**config.mk**
```make
export PLATFORM = sky130hd
export DESIGN_NAME = dlfloat_mul_pipe
export DESIGN_NICKNAME = d
export VERILOG_FILES = /design/src/rtl/dlfloat_mul_pipe.sv
export SDC_FILE = /design/constraint.sdc
export NUM_CORES = 1
export LEC_CHECK = 0
export ABC_AREA = 1
export CORE_UTILIZATION = 45
export CTS_CLUSTER_DIAMETER = 200
export DETAILED_ROUTE_END_ITERATION = 8
export PLACE_DENSITY_LB_ADDON = 0.1
export SLEW_MARGIN = 10
export SYNTH_ARGS = -nofsm -noshare
export SYNTH_HDL_FRONTEND = slang
export SYNTH_SLANG_ARGS = --single-unit
```
**constraint.sdc**
```tcl
create_clock -name clk -period 10.5 [get_ports clk]
set_clock_uncertainty 0.05 [all_clocks]
set_input_delay 1.05 -clock clk [delete_from_list [all_inputs] [get_ports clk]]
set_output_delay 1.05 -clock clk [all_outputs]
set_load 0.02 [all_outputs]
```
**src/rtl/dlfloat_mul_pipe.sv**
```systemverilog
// dlfloat_mul_pipe -- three-stage pipelined DLFloat-style multiplier with
// valid/ready handshaking on both sides.
//
//   Stage p0 : operand classification and biased exponent sum
//   Stage p1 : significand multiply
//   Stage p2 : normalise, round (truncate or RNE), saturate and pack
//
// Ports
//   clk        single clock, rising edge
//   rst_n      asynchronous active-low reset
//   in_valid   operand pair valid
//   in_ready   operands accepted this cycle when in_valid is also high
//   in_a/in_b  operands {sign, exp[EXP_W], mant[MAN_W]}
//   rnd_mode   sampled with operands: 0 = truncate, 1 = round-to-nearest-even
//   out_valid  result valid
//   out_ready  downstream accepts result
//   out_data   product
//   out_flags  {nan, ovf, unf}; present only when DLFLOAT_MUL_FLAGS_EN is defined
//
// Optional feature macro: DLFLOAT_MUL_FLAGS_EN adds out_flags and its pipeline
// register. Without it out_data and timing are unchanged.
module dlfloat_mul_pipe #(
   parameter int EXP_W = 6,
   parameter int MAN_W = 9
) (
   input  logic                   clk,
   input  logic                   rst_n,
   input  logic                   in_valid,
   output logic                   in_ready,
   input  logic [EXP_W+MAN_W:0]   in_a,
   input  logic [EXP_W+MAN_W:0]   in_b,
   input  logic                   rnd_mode,
   output logic                   out_valid,
   input  logic                   out_ready,
   output logic [EXP_W+MAN_W:0]   out_data
`ifdef DLFLOAT_MUL_FLAGS_EN
   ,
   output logic [2:0]             out_flags
`endif
);

   localparam int W        = 1 + EXP_W + MAN_W;
   localparam int PW       = 2 * MAN_W + 2;
   localparam int BIAS     = (1 << (EXP_W - 1)) - 1;
   localparam int TRI_BIAS = 3 * BIAS;
   localparam int EXP_SAT  = (1 << EXP_W) - 1;

   localparam logic [EXP_W:0]   BIAS_E     = BIAS[EXP_W:0];
   localparam logic [EXP_W:0]   TRI_BIAS_E = TRI_BIAS[EXP_W:0];
   localparam logic [EXP_W+1:0] BIAS_X     = BIAS[EXP_W+1:0];
   localparam logic [EXP_W+1:0] EXP_SAT_X  = EXP_SAT[EXP_W+1:0];

   typedef enum logic [2:0] {
      CLS_NORM,
      CLS_NAN,
      CLS_ZERO,
      CLS_UNF,
      CLS_OVF
   } cls_t;

   // Largest finite magnitude with the given sign.
   function automatic logic [W-1:0] sat_word(input logic s);
      return {s, {(EXP_W-1){1'b1}}, 1'b0, {(MAN_W-1){1'b1}}, 1'b0};
   endfunction

   // Returns {carry, mantissa}; the carry means the mantissa wrapped to 1.0.
   function automatic logic [MAN_W:0] round_mant(input logic [MAN_W-1:0] m,
                                                 input logic guard,
                                                 input logic sticky,
                                                 input logic rne);
      logic inc;
      inc = rne & guard & (sticky | m[0]);
      return {1'b0, m} + {{MAN_W{1'b0}}, inc};
   endfunction

   logic ready_en;
   logic vld_p0, vld_p1, vld_p2;
   logic en_p0, en_p1, en_p2;
   logic accept;

   // Each stage loads when it is empty or its content moves on this cycle.
   assign en_p2     = !vld_p2 | out_ready;
   assign en_p1     = !vld_p1 | en_p2;
   assign en_p0     = !vld_p0 | en_p1;
   assign in_ready  = ready_en & en_p0;
   assign accept    = in_valid & in_ready;
   assign out_valid = vld_p2;

   // ---- stage p0: classify, exponent sum ----
   logic [EXP_W:0] esum_c;
   cls_t           cls_c;
   logic           a_nan, b_nan, a_zero, b_zero;

   assign a_nan  = &in_a;
   assign b_nan  = &in_b;
   assign a_zero = (in_a[W-2 -: EXP_W] == '0) && (in_a[MAN_W-1:0] == '0);
   assign b_zero = (in_b[W-2 -: EXP_W] == '0) && (in_b[MAN_W-1:0] == '0);
   assign esum_c = {1'b0, in_a[W-2 -: EXP_W]} + {1'b0, in_b[W-2 -: EXP_W]};

   always_comb begin
      cls_c = CLS_NORM;
      if (a_nan || b_nan)              cls_c = CLS_NAN;
      else if (a_zero || b_zero)       cls_c = CLS_ZERO;
      else if (esum_c <= BIAS_E)       cls_c = CLS_UNF;
      else if (esum_c > TRI_BIAS_E)    cls_c = CLS_OVF;
      else if (esum_c == TRI_BIAS_E)   cls_c = CLS_NAN;
   end

   logic             sign_p0, rnd_p0;
   cls_t             cls_p0;
   logic [EXP_W:0]   esum_p0;
   logic [MAN_W-1:0] ma_p0, mb_p0;

   // ---- stage p1: significand multiply ----
   logic [PW-1:0]    sig_a, sig_b;
   logic             sign_p1, rnd_p1;
   cls_t             cls_p1;
   logic [EXP_W:0]   esum_p1;
   logic [PW-1:0]    prod_p1;

   assign sig_a = {{(MAN_W+1){1'b0}}, 1'b1, ma_p0};
   assign sig_b = {{(MAN_W+1){1'b0}}, 1'b1, mb_p0};

   always_ff @(posedge clk) begin
      if (accept) begin
         sign_p0 <= in_a[W-1] ^ in_b[W-1];
         cls_p0  <= cls_c;
         esum_p0 <= esum_c;
         ma_p0   <= in_a[MAN_W-1:0];
         mb_p0   <= in_b[MAN_W-1:0];
         rnd_p0  <= rnd_mode;
      end
      if (en_p1 && vld_p0) begin
         prod_p1 <= sig_a * sig_b;
         sign_p1 <= sign_p0;
         cls_p1  <= cls_p0;
         esum_p1 <= esum_p0;
         rnd_p1  <= rnd_p0;
      end
   end

   // ---- stage p2: normalise, round, pack ----
   logic [PW-2:0]    pn;
   logic [MAN_W:0]   mant_rnd;
   logic [EXP_W+1:0] exp_n;
   logic             norm_ovf;
   logic [W-1:0]     res_word;

   always_comb begin
      // Align so the leading 1 sits just above pn; guard/sticky follow the mantissa.
      pn       = prod_p1[PW-1] ? prod_p1[PW-2:0] : {prod_p1[PW-3:0], 1'b0};
      mant_rnd = round_mant(pn[PW-2 -: MAN_W], pn[PW-2-MAN_W], |pn[PW-3-MAN_W:0], rnd_p1);
      exp_n    = {1'b0, esum_p1} - BIAS_X
               + {{(EXP_W+1){1'b0}}, prod_p1[PW-1]}
               + {{(EXP_W+1){1'b0}}, mant_rnd[MAN_W]};
      norm_ovf = (exp_n >= EXP_SAT_X);
      res_word = '0;
      case (cls_p1)
         CLS_NAN:  res_word = '1;
         CLS_OVF:  res_word = sat_word(sign_p1);
         CLS_NORM: res_word = norm_ovf ? sat_word(sign_p1)
                                       : {sign_p1, exp_n[EXP_W-1:0], mant_rnd[MAN_W-1:0]};
         default:  res_word = '0;
      endcase
   end

`ifdef DLFLOAT_MUL_FLAGS_EN
   logic [2:0] res_flags;
   assign res_flags = {cls_p1 == CLS_NAN,
                       (cls_p1 == CLS_OVF) || ((cls_p1 == CLS_NORM) && norm_ovf),
                       cls_p1 == CLS_UNF};
`endif

   always_ff @(posedge clk or negedge rst_n) begin
      if (!rst_n) begin
         ready_en  <= 1'b0;
         vld_p0    <= 1'b0;
         vld_p1    <= 1'b0;
         vld_p2    <= 1'b0;
         out_data  <= '0;
`ifdef DLFLOAT_MUL_FLAGS_EN
         out_flags <= '0;
`endif
      end else begin
         ready_en <= 1'b1;
         if (en_p0) vld_p0 <= accept;
         if (en_p1) vld_p1 <= vld_p0;
         if (en_p2) begin
            vld_p2 <= vld_p1;
            if (vld_p1) begin
               out_data  <= res_word;
`ifdef DLFLOAT_MUL_FLAGS_EN
               out_flags <= res_flags;
`endif
            end
         end
      end
   end

endmodule

```
Word level (Yosys, flattened, before mapping)
Index checks and enable logic that the tools add are counted.
{"block": "totals", "regBits": 82, "in_bits": 37, "elab_cells": 63}
{"block": "classes", "addsub": 5, "n_mul": 1, "order_cmp": 3, "eq_ne": 3, "mux": 7, "n_bitwise": 9, "n_reduce_logical": 18}
{"op": "16-bit one-hot mux with 3 select lines", "count": 1}
{"op": "16-bit AND reduction", "count": 2}
{"op": "10-bit by 10-bit multiplier with 20-bit output", "count": 1}
{"op": "19-bit two-way mux", "count": 1}
{"op": "9-bit logical NOT", "count": 2}
{"op": "8-bit by 1-bit adder with 8-bit output", "count": 2}
{"op": "15-bit two-way mux", "count": 1}
{"op": "6-bit logical NOT", "count": 2}
{"op": "9-bit by 1-bit adder with 10-bit output", "count": 1}
{"op": "9-bit OR reduction", "count": 1}
{"op": "8-bit by 6-bit >= comparator with 1-bit output (second input constant)", "count": 1}
{"op": "7-bit by 5-bit subtractor with 8-bit output (second input constant)", "count": 1}
{"op": "6-bit by 6-bit adder with 7-bit output", "count": 1}
{"op": "7-bit equality test (second input constant)", "count": 1}
{"op": "7-bit > comparator (second input constant)", "count": 1}
{"op": "7-bit by 5-bit <= comparator with 1-bit output (second input constant)", "count": 1}
{"op": "1-bit bitwise AND", "count": 4}
{"op": "2-bit two-way mux", "count": 2}
{"op": "1-bit bitwise OR", "count": 4}
{"op": "3-bit by 1-bit equality test with 1-bit output (second input constant)", "count": 1}
{"op": "3-bit equality test (second input constant)", "count": 1}
{"op": "1-bit logical AND", "count": 3}
{"op": "1-bit logical NOT", "count": 3}
{"op": "3-bit logical NOT", "count": 1}
{"op": "other kinds (6)", "count": 7}

Longest topological paths before layout
Gate-level depths: netlist (run 1).
{"block": "depth", "word_depth": 9, "mapped_depth": 24}

Least setup slack after synthesis (run 1)
Ideal clock, no wire load.
{"block": "synth_timing", "path_kind": "register to register", "start": "register mb_p0[3]", "end": "register prod_p1[17] (data pin)", "t_arrival_ps": 4426, "setup_slack_ps": 5762, "stages_incl_launch_ff": 20, "n_path_buf": 1, "synth_period_minus_slack_ps": 4738, "path_cell_list": "edfxtp_1 -> clkbuf_1 -> nand2_1 -> fa_1 -> inv_1 -> fa_1 -> inv_1 -> fa_1 -> inv_1 -> fa_1 -> inv_1 -> fa_1 -> inv_1 -> ha_1 -> nand2_1 -> o21ai_0 -> nand2_1 -> nand3_1 -> a21oi_1 -> xor2_1"}
{"block": "synth_via", "elab_chain_len": 1}
{"element": "start, declared", "line_no": "112", "text": "logic [MAN_W-1:0] ma_p0, mb_p0;"}
{"element": "start signal, assigned", "line_no": "130", "text": "mb_p0 <= in_b[MAN_W-1:0];"}
{"element": "10-bit by 10-bit multiplier with 20-bit output", "line_no": "134", "text": "prod_p1 <= sig_a * sig_b;"}
{"element": "end signal, assigned", "line_no": "134"}
{"element": "end, declared", "line_no": "119", "text": "logic [PW-1:0] prod_p1;"}
No other way between the ends.
A chain may end at the register's enable or synchronous reset.

Final worst setup path (run 1)
{"block": "layout_timing", "start": "register ma_p0[1]", "end": "register prod_p1[18] (data pin)"}
{"block": "layout_via", "elab_chain_len": 1}
{"element": "start, declared", "line_no": "112"}
{"element": "start signal, assigned", "line_no": "129", "text": "ma_p0 <= in_a[MAN_W-1:0];"}
{"element": "10-bit by 10-bit multiplier with 20-bit output", "line_no": "134"}
No other way between the ends.

==> run metrics, run 1 <==
setup repair bufs after CTS=0; # fillers=1468; Setup TNS Final=0 ns; Synth area leader=edfxtp_1; Detailed Route WL=14.7 mm; power share of the clock group=21.4%; commonest non-fill, non-tap cell in the layout=nand2_1; Synth cell types=34; peak supply drop=0.0961 mV; Slowest Stage Delay on Critical Path=0.59 ns; CTS Hold Bufs=0; vias in the first global route=5439; WP data required=10.55 ns; CP Launch Type=flop; WHS Path Cells=0; # rows=45; RSZ-0062 raised after global routing=no; DRT Pass-1 Iters=4; area grow syn2layout=14.8%; Final min period=5.03 ns; largest net degree at the start of global routing=33; final hold vios=0; Cells after Synth=845; HPWL after DPL=12.1 mm; Worst Hold Class=flop to flop; Post-Syn Area=7210 sq um; worst-path maximum fanout=10; finished layout cell area=8280 sq um; Sw Ratio=40.1%; Crit Path Category=flop to flop; first-pass GRT wire length=25.7 mm; CP arrival=5.07 ns; Final setup viols=0; dominant synthesized flop cell=edfxtp_1; DIE WIDTH=129 um; Clock transition at path regs=0.07 ns; total CTS buffers=9; syn nets=1012; main area contributors after synthesis=edfxtp_1 26%, fa_1 18%, nand2_1 12%; Clk Tree Root Cell=clkbuf_16; Total Power=0.00164 W; YS warnings=0; Worst Setup End Kind=flop; Pwr Density=198 nW/um^2; ANT nets after route=0; Cell Chain, Critical Path=nand2_1, inv_1, fa_1, inv_1, fa_1, inv_1, fa_1, fa_1, inv_1, fa_1, inv_1, ha_1, a21oi_1, o21ai_0, nand2_1, nand4_1, a21oi_1, xnor2_1; layout cell share with drive strength beyond 1=3.57%; CTS Sinks=82; grt ovf=0; Initial Util=46.7%; top-level port count=55; DIE AREA=16500 sq um; fin util=53.7%; initial antenna violation count=0; Least-Margin Pin Slew=0.928 ns; status=completed; 1st-iter DRT viols=251; Placer Congestion=0.883; period utilization=47.9%; CTS H-Tree Depth=3; dpl ws=5.47 ns; GRT Total Usage=20.1%; CORE AREA=15400 sq um; max-slew violations=0; clk buf depth=2; Vias=5308; P_int=0.000981 W; WL per Instance=13.3 um; register area share after synthesis=32.8%; Gate power share=49.3%; syn avg cell area=8.53 sq um; asr flop ratio synth=24.4%; max-cap viol count=0; switching power=0.000656 W; Seq cells post-synth=82; Die H=129 um; register share of total power=29.2%; Final #Nets=1058; Antenna Cells=0; most frequent cells in the layout=238 x nand2_1, 183 x inv_1, 66 x ha_1, 64 x fa_1, 62 x edfxtp_1; Worst-Skew Late Latency=0.35 ns; cell area after placement=7950 sq um; Lkg Pwr=4.26 nW; CTS tree=yes; Post-synth EDFFs=62; Relative slew margins=38.0%; cell type of the slowest stage on the worst timing path=edfxtp_1; final worst slack=5.47 ns; path depth of the worst reg2reg path=18; input/output buffers=54; post-CTS sizing=0; Yosys top cell area share=25.8%; post-DR vias/cell=4.79; DRC=0; Fmax=0.199 GHz
==> final timing paths <==
check	from	end	slack [ns]
hold reg to reg	cls_p0[2]	cls_p1[2]	0.37
min in group asynchronous	rst_n	out_data[10]	1.17
setup / recovery	ma_p0[1]	prod_p1[18]	5.47
hold / removal	cls_p0[2]	cls_p1[2]	0.37
setup reg to reg	ma_p0[1]	prod_p1[18]	5.47
max in group asynchronous	rst_n	out_data[0]	8.66
==> flip-flops by register name, summed over array words and instances (netlist names), 3 cells and up <==
name,flops
prod_p1,20
out_data,16
ma_p0,9
mb_p0,9
esum_p0,7
esum_p1,7
cls_p0,3
cls_p1,3
==> cell usage after synthesis, drive strengths merged, types with 3 or more instances <==
library cell  count
a21oi            22
a31oi             4
clkbuf           19
dfrtp            20
edfxtp           62
fa               64
ha               66
inv             185
nand2           241
nand3            30
nand4            16
nor2             48
nor3              7
nor4              6
o21ai            14
or2               3
xnor2            10
xor2             16
==> logic make-up (layout without fill, tap and decap cells) <==
kind of cell | after synthesis | count (layout) | synth area share (%)
adder cells (fa/ha/maj) | 130 | 130 | 29.2
XOR/XNOR | 26 | 26 | 3.26
flip-flops | 82 | 82 | 32.8
AO/OA/AOI/OAI | 47 | 47 | 3.61
other | 1 | 1 | 0.0520
AND/OR/NAND/NOR | 353 | 353 | 20.3
buffers and inverters | 206 | 257 | 10.8
==> layer usage <==
metal	up-vias	track usage, %	wire length, um
met5	-	0	0
met4	0	7.06	264
met3	17	2.62	604
met2	101	33.4	6830
met1	2481	27.1	7040
li1	2709	-	-
==> critical path: cells and delay by family (launching register included) <==
kind                       cells  cell delay, ns
adders and majority gates      6            2.91
DFF                            1            0.59
AOI/OAI and AO/OA              3            0.51
and+or+nand+nor                3            0.39
buffers and inverters          5            0.27
xor gates and xnor gates       1            0.08
==> per-stage QoR <==
step           hold slack [ns]  cells
3_3_place_gp             0.357   1091
6_report                 0.365   1107
2_1_floorplan            0.350    845
4_1_cts                  0.371   1107
3_5_place_dp             0.355   1091
5_1_grt                  0.380   1107
==> layout make-up <==
type	count	area, sq um	area share [%]
Clock inverter	7	106	1.28
Multi-Input combinational cell	557	4070	49.2
Sequential cell	82	2360	28.5
Inverter	185	694	8.38
Timing Repair Buffer	56	556	6.71
Tap cell	211	264	3.19
Clock buffer	9	225	2.72
==> power groups by stage <==
stage / sequential [W] / combinational (W) / clock (W)
2_1_floorplan: 0.000490 / 0.000596 / 0
3_5_place_dp: 0.000486 / 0.000809 / 0
5_1_grt: 0.000486 / 0.000942 / 0.000372
4_1_cts: 0.000480 / 0.000817 / 0.000361
3_3_place_gp: 0.000485 / 0.000803 / 0
6_report: 0.000479 / 0.000807 / 0.000351
Note: power is estimated with default switching activity, not from simulation.
==> run 2, diff against run 1 <==
clock period = 4.2 ns   (was 10.5 ns; I/O delays follow)
==> run metrics, run 2 (synthesis gave the netlist of run 1 again) <==
first-pass GRT wire length=27.0 mm (was 25.7 mm); DRT Pass-1 Iters=5 (was 4); initial antenna violation count=0 (unchanged); CTS tree=yes (unchanged); Clock transition at path regs=0.06 ns (was 0.07 ns); Detailed Route WL=15.8 mm (was 14.7 mm); max-cap viol count=0 (unchanged); max-slew violations=0 (unchanged); Worst Setup End Kind=flop (unchanged); Fmax=0.215 GHz (was 0.199 GHz); post-DR vias/cell=4.74 (was 4.79); total CTS buffers=9 (unchanged); Total Power=0.00518 W (was 0.00164 W); Antenna Cells=0 (unchanged); CP Launch Type=flop (unchanged); RSZ-0062 raised after global routing=yes (was no); WP data required=4.24 ns (was 10.55 ns); final hold vios=0 (unchanged); CTS Sinks=82 (unchanged); CTS H-Tree Depth=3 (unchanged); most frequent cells in the layout=220 x nand2_1, 170 x inv_1, 89 x buf_4, 62 x edfxtp_1, 57 x fa_1 (was 238 x nand2_1, 183 x inv_1, 66 x ha_1, 64 x fa_1, 62 x edfxtp_1); Relative slew margins=22.6% (was 38.0%); failing checks=negative setup slack; HPWL after DPL=12.6 mm (was 12.1 mm); clk buf depth=2 (unchanged); Placer Congestion=0.852 (was 0.883); Crit Path Category=flop to flop (unchanged); Hold Slack=0.368 ns (was 0.365 ns); CORE AREA=15400 sq um (unchanged); # rows=45 (unchanged); ANT nets after route=0 (unchanged); grt ovf=0 (unchanged); Regs by FF count=prod_p1 x20, out_data x16 (unchanged); Least-Margin Pin Slew=1.16 ns (was 0.928 ns); number of flip-flops in the largest register=20 (unchanged); WL per Instance=13.1 um (was 13.3 um); largest net degree at the start of global routing=33 (unchanged); commonest non-fill, non-tap cell in the layout=nand2_1 (unchanged); Pwr Density=543 nW/um^2 (was 198 nW/um^2); layout cell share with drive strength beyond 1=21.2% (was 3.57%); Final setup viols=14 (was 0); Worst-Skew Late Latency=0.35 ns (about the same); worst-path maximum fanout=6 (was 10); CP arrival=4.70 ns (was 5.07 ns); Biggest register=prod_p1 (unchanged); Final #Nets=1161 (was 1058); Final min period=4.65 ns (was 5.03 ns); vias in the first global route=5870 (was 5439); DIE AREA=16500 sq um (unchanged); Clk Tree Root Cell=clkbuf_16 (unchanged); CTS Hold Bufs=0 (unchanged); peak supply drop=0.342 mV (was 0.0961 mV); Setup TNS Final=-4.47 ns (was 0 ns); input/output buffers=54 (unchanged); GRT Total Usage=20.8% (was 20.1%); final worst slack=-0.453 ns (was 5.47 ns); area grow syn2layout=32.3% (was 14.8%); Die H=129 um (unchanged); Initial Util=46.7% (unchanged); # fillers=1308 (was 1468); DRC=0 (unchanged); status=finished with violations (was completed); Lkg Pwr=4.84 nW (was 4.26 nW); Worst Hold Class=flop to flop (unchanged); DIE WIDTH=129 um (unchanged); top-level port count=55 (unchanged); Vias=5732 (was 5308); 1st-iter DRT viols=275 (was 251); period utilization=111% (was 47.9%)
## run 2: changes by cell type in the layout (fill, tap and decap cells not counted), sizes merged
| cell | change |
|---|---|
| buf | +103 |
| clkbuf | +1 |
| bufinv | -1 |
## run 2: timing repair
| action | 4_1_cts | 5_1_grt |
|---|---|---|
| hold endpoints to repair | 0 | 0 |
| buffers inserted | 29 | 14 |
| resized for setup | 42 | 48 |
| setup endpoints to repair | 14 | 24 |
| pin swaps | 27 | 37 |
## run 2: routing by layer
| layer | vias up | wire length [um] | part of all wire, % | GRT usage (%) |
|---|---|---|---|---|
| met5 | - | 0 | 0 | 0 |
| met4 | 0 | 263 | 1.7 | 5.88 |
| li1 | 2917 | - | - | - |
| met3 | 26 | 623 | 3.9 | 4.07 |
| met1 | 2673 | 7350 | 46 | 27.0 |
| met2 | 116 | 7590 | 48 | 35.6 |
## run 2: per-stage QoR
| step | instances | instance area (sq um) | utilization (%) | worst slack [ns] |
|---|---|---|---|---|
| global placement | 1152 | 8550 | 55.4 | -0.424 |
| detailed placement | 1152 | 8550 | 55.4 | -0.483 |
| floorplan | 845 | 7440 | - | -0.225 |
| global route | 1210 | 9540 | 61.8 | -0.623 |
| finish | 1210 | 9540 | 61.8 | -0.453 |
| CTS | 1197 | 9230 | 59.8 | -0.395 |
## run 2: area by class of cell
cell class                 count  area, sq um  area share [%]
multi-input combinational    557         4530            47.5
clock inverter                 6         72.6           0.761
sequential                    82         2360            24.8
clock buffer                  10          229            2.40
inverter                     185          694            7.28
timing repair buffer         159         1390            14.6
tap                          211          264            2.77
## run 2: critical path: stages, from the launching register on
cell	delay (ns)
edfxtp_1	0.49
nand2_2	0.09
fa_1	0.54
inv_2	0.04
fa_1	0.50
inv_1	0.06
fa_1	0.49
inv_2	0.04
fa_1	0.47
inv_1	0.05
fa_1	0.52
inv_2	0.05
ha_4	0.31
nand2_4	0.08
nor2_4	0.11
nand3_2	0.07
nand4_1	0.20
a21oi_2	0.09
xor2_1	0.16
## run 2: where the power goes
group,total [W],internal [W],switching [W]
Clock,0.000806,0.000470,0.000336
Sequential,0.00118,0.00111,0.0000729
Combinational,0.00319,0.00152,0.00167
## run 2: path summary, 6_finish.rpt
check	from	to	slack, ns	depth (start not counted)
worst max-delay path	ma_p0[7]	prod_p1[16]	-0.45	18
worst min-delay path	cls_p0[1]	cls_p1[1]	0.37	0
worst max register to register	ma_p0[7]	prod_p1[16]	-0.45	18
worst min register to register	cls_p0[1]	cls_p1[1]	0.37	0
max in group asynchronous	rst_n	out_data[2]	3.05	1
min in group asynchronous	rst_n	out_data[10]	0.52	1
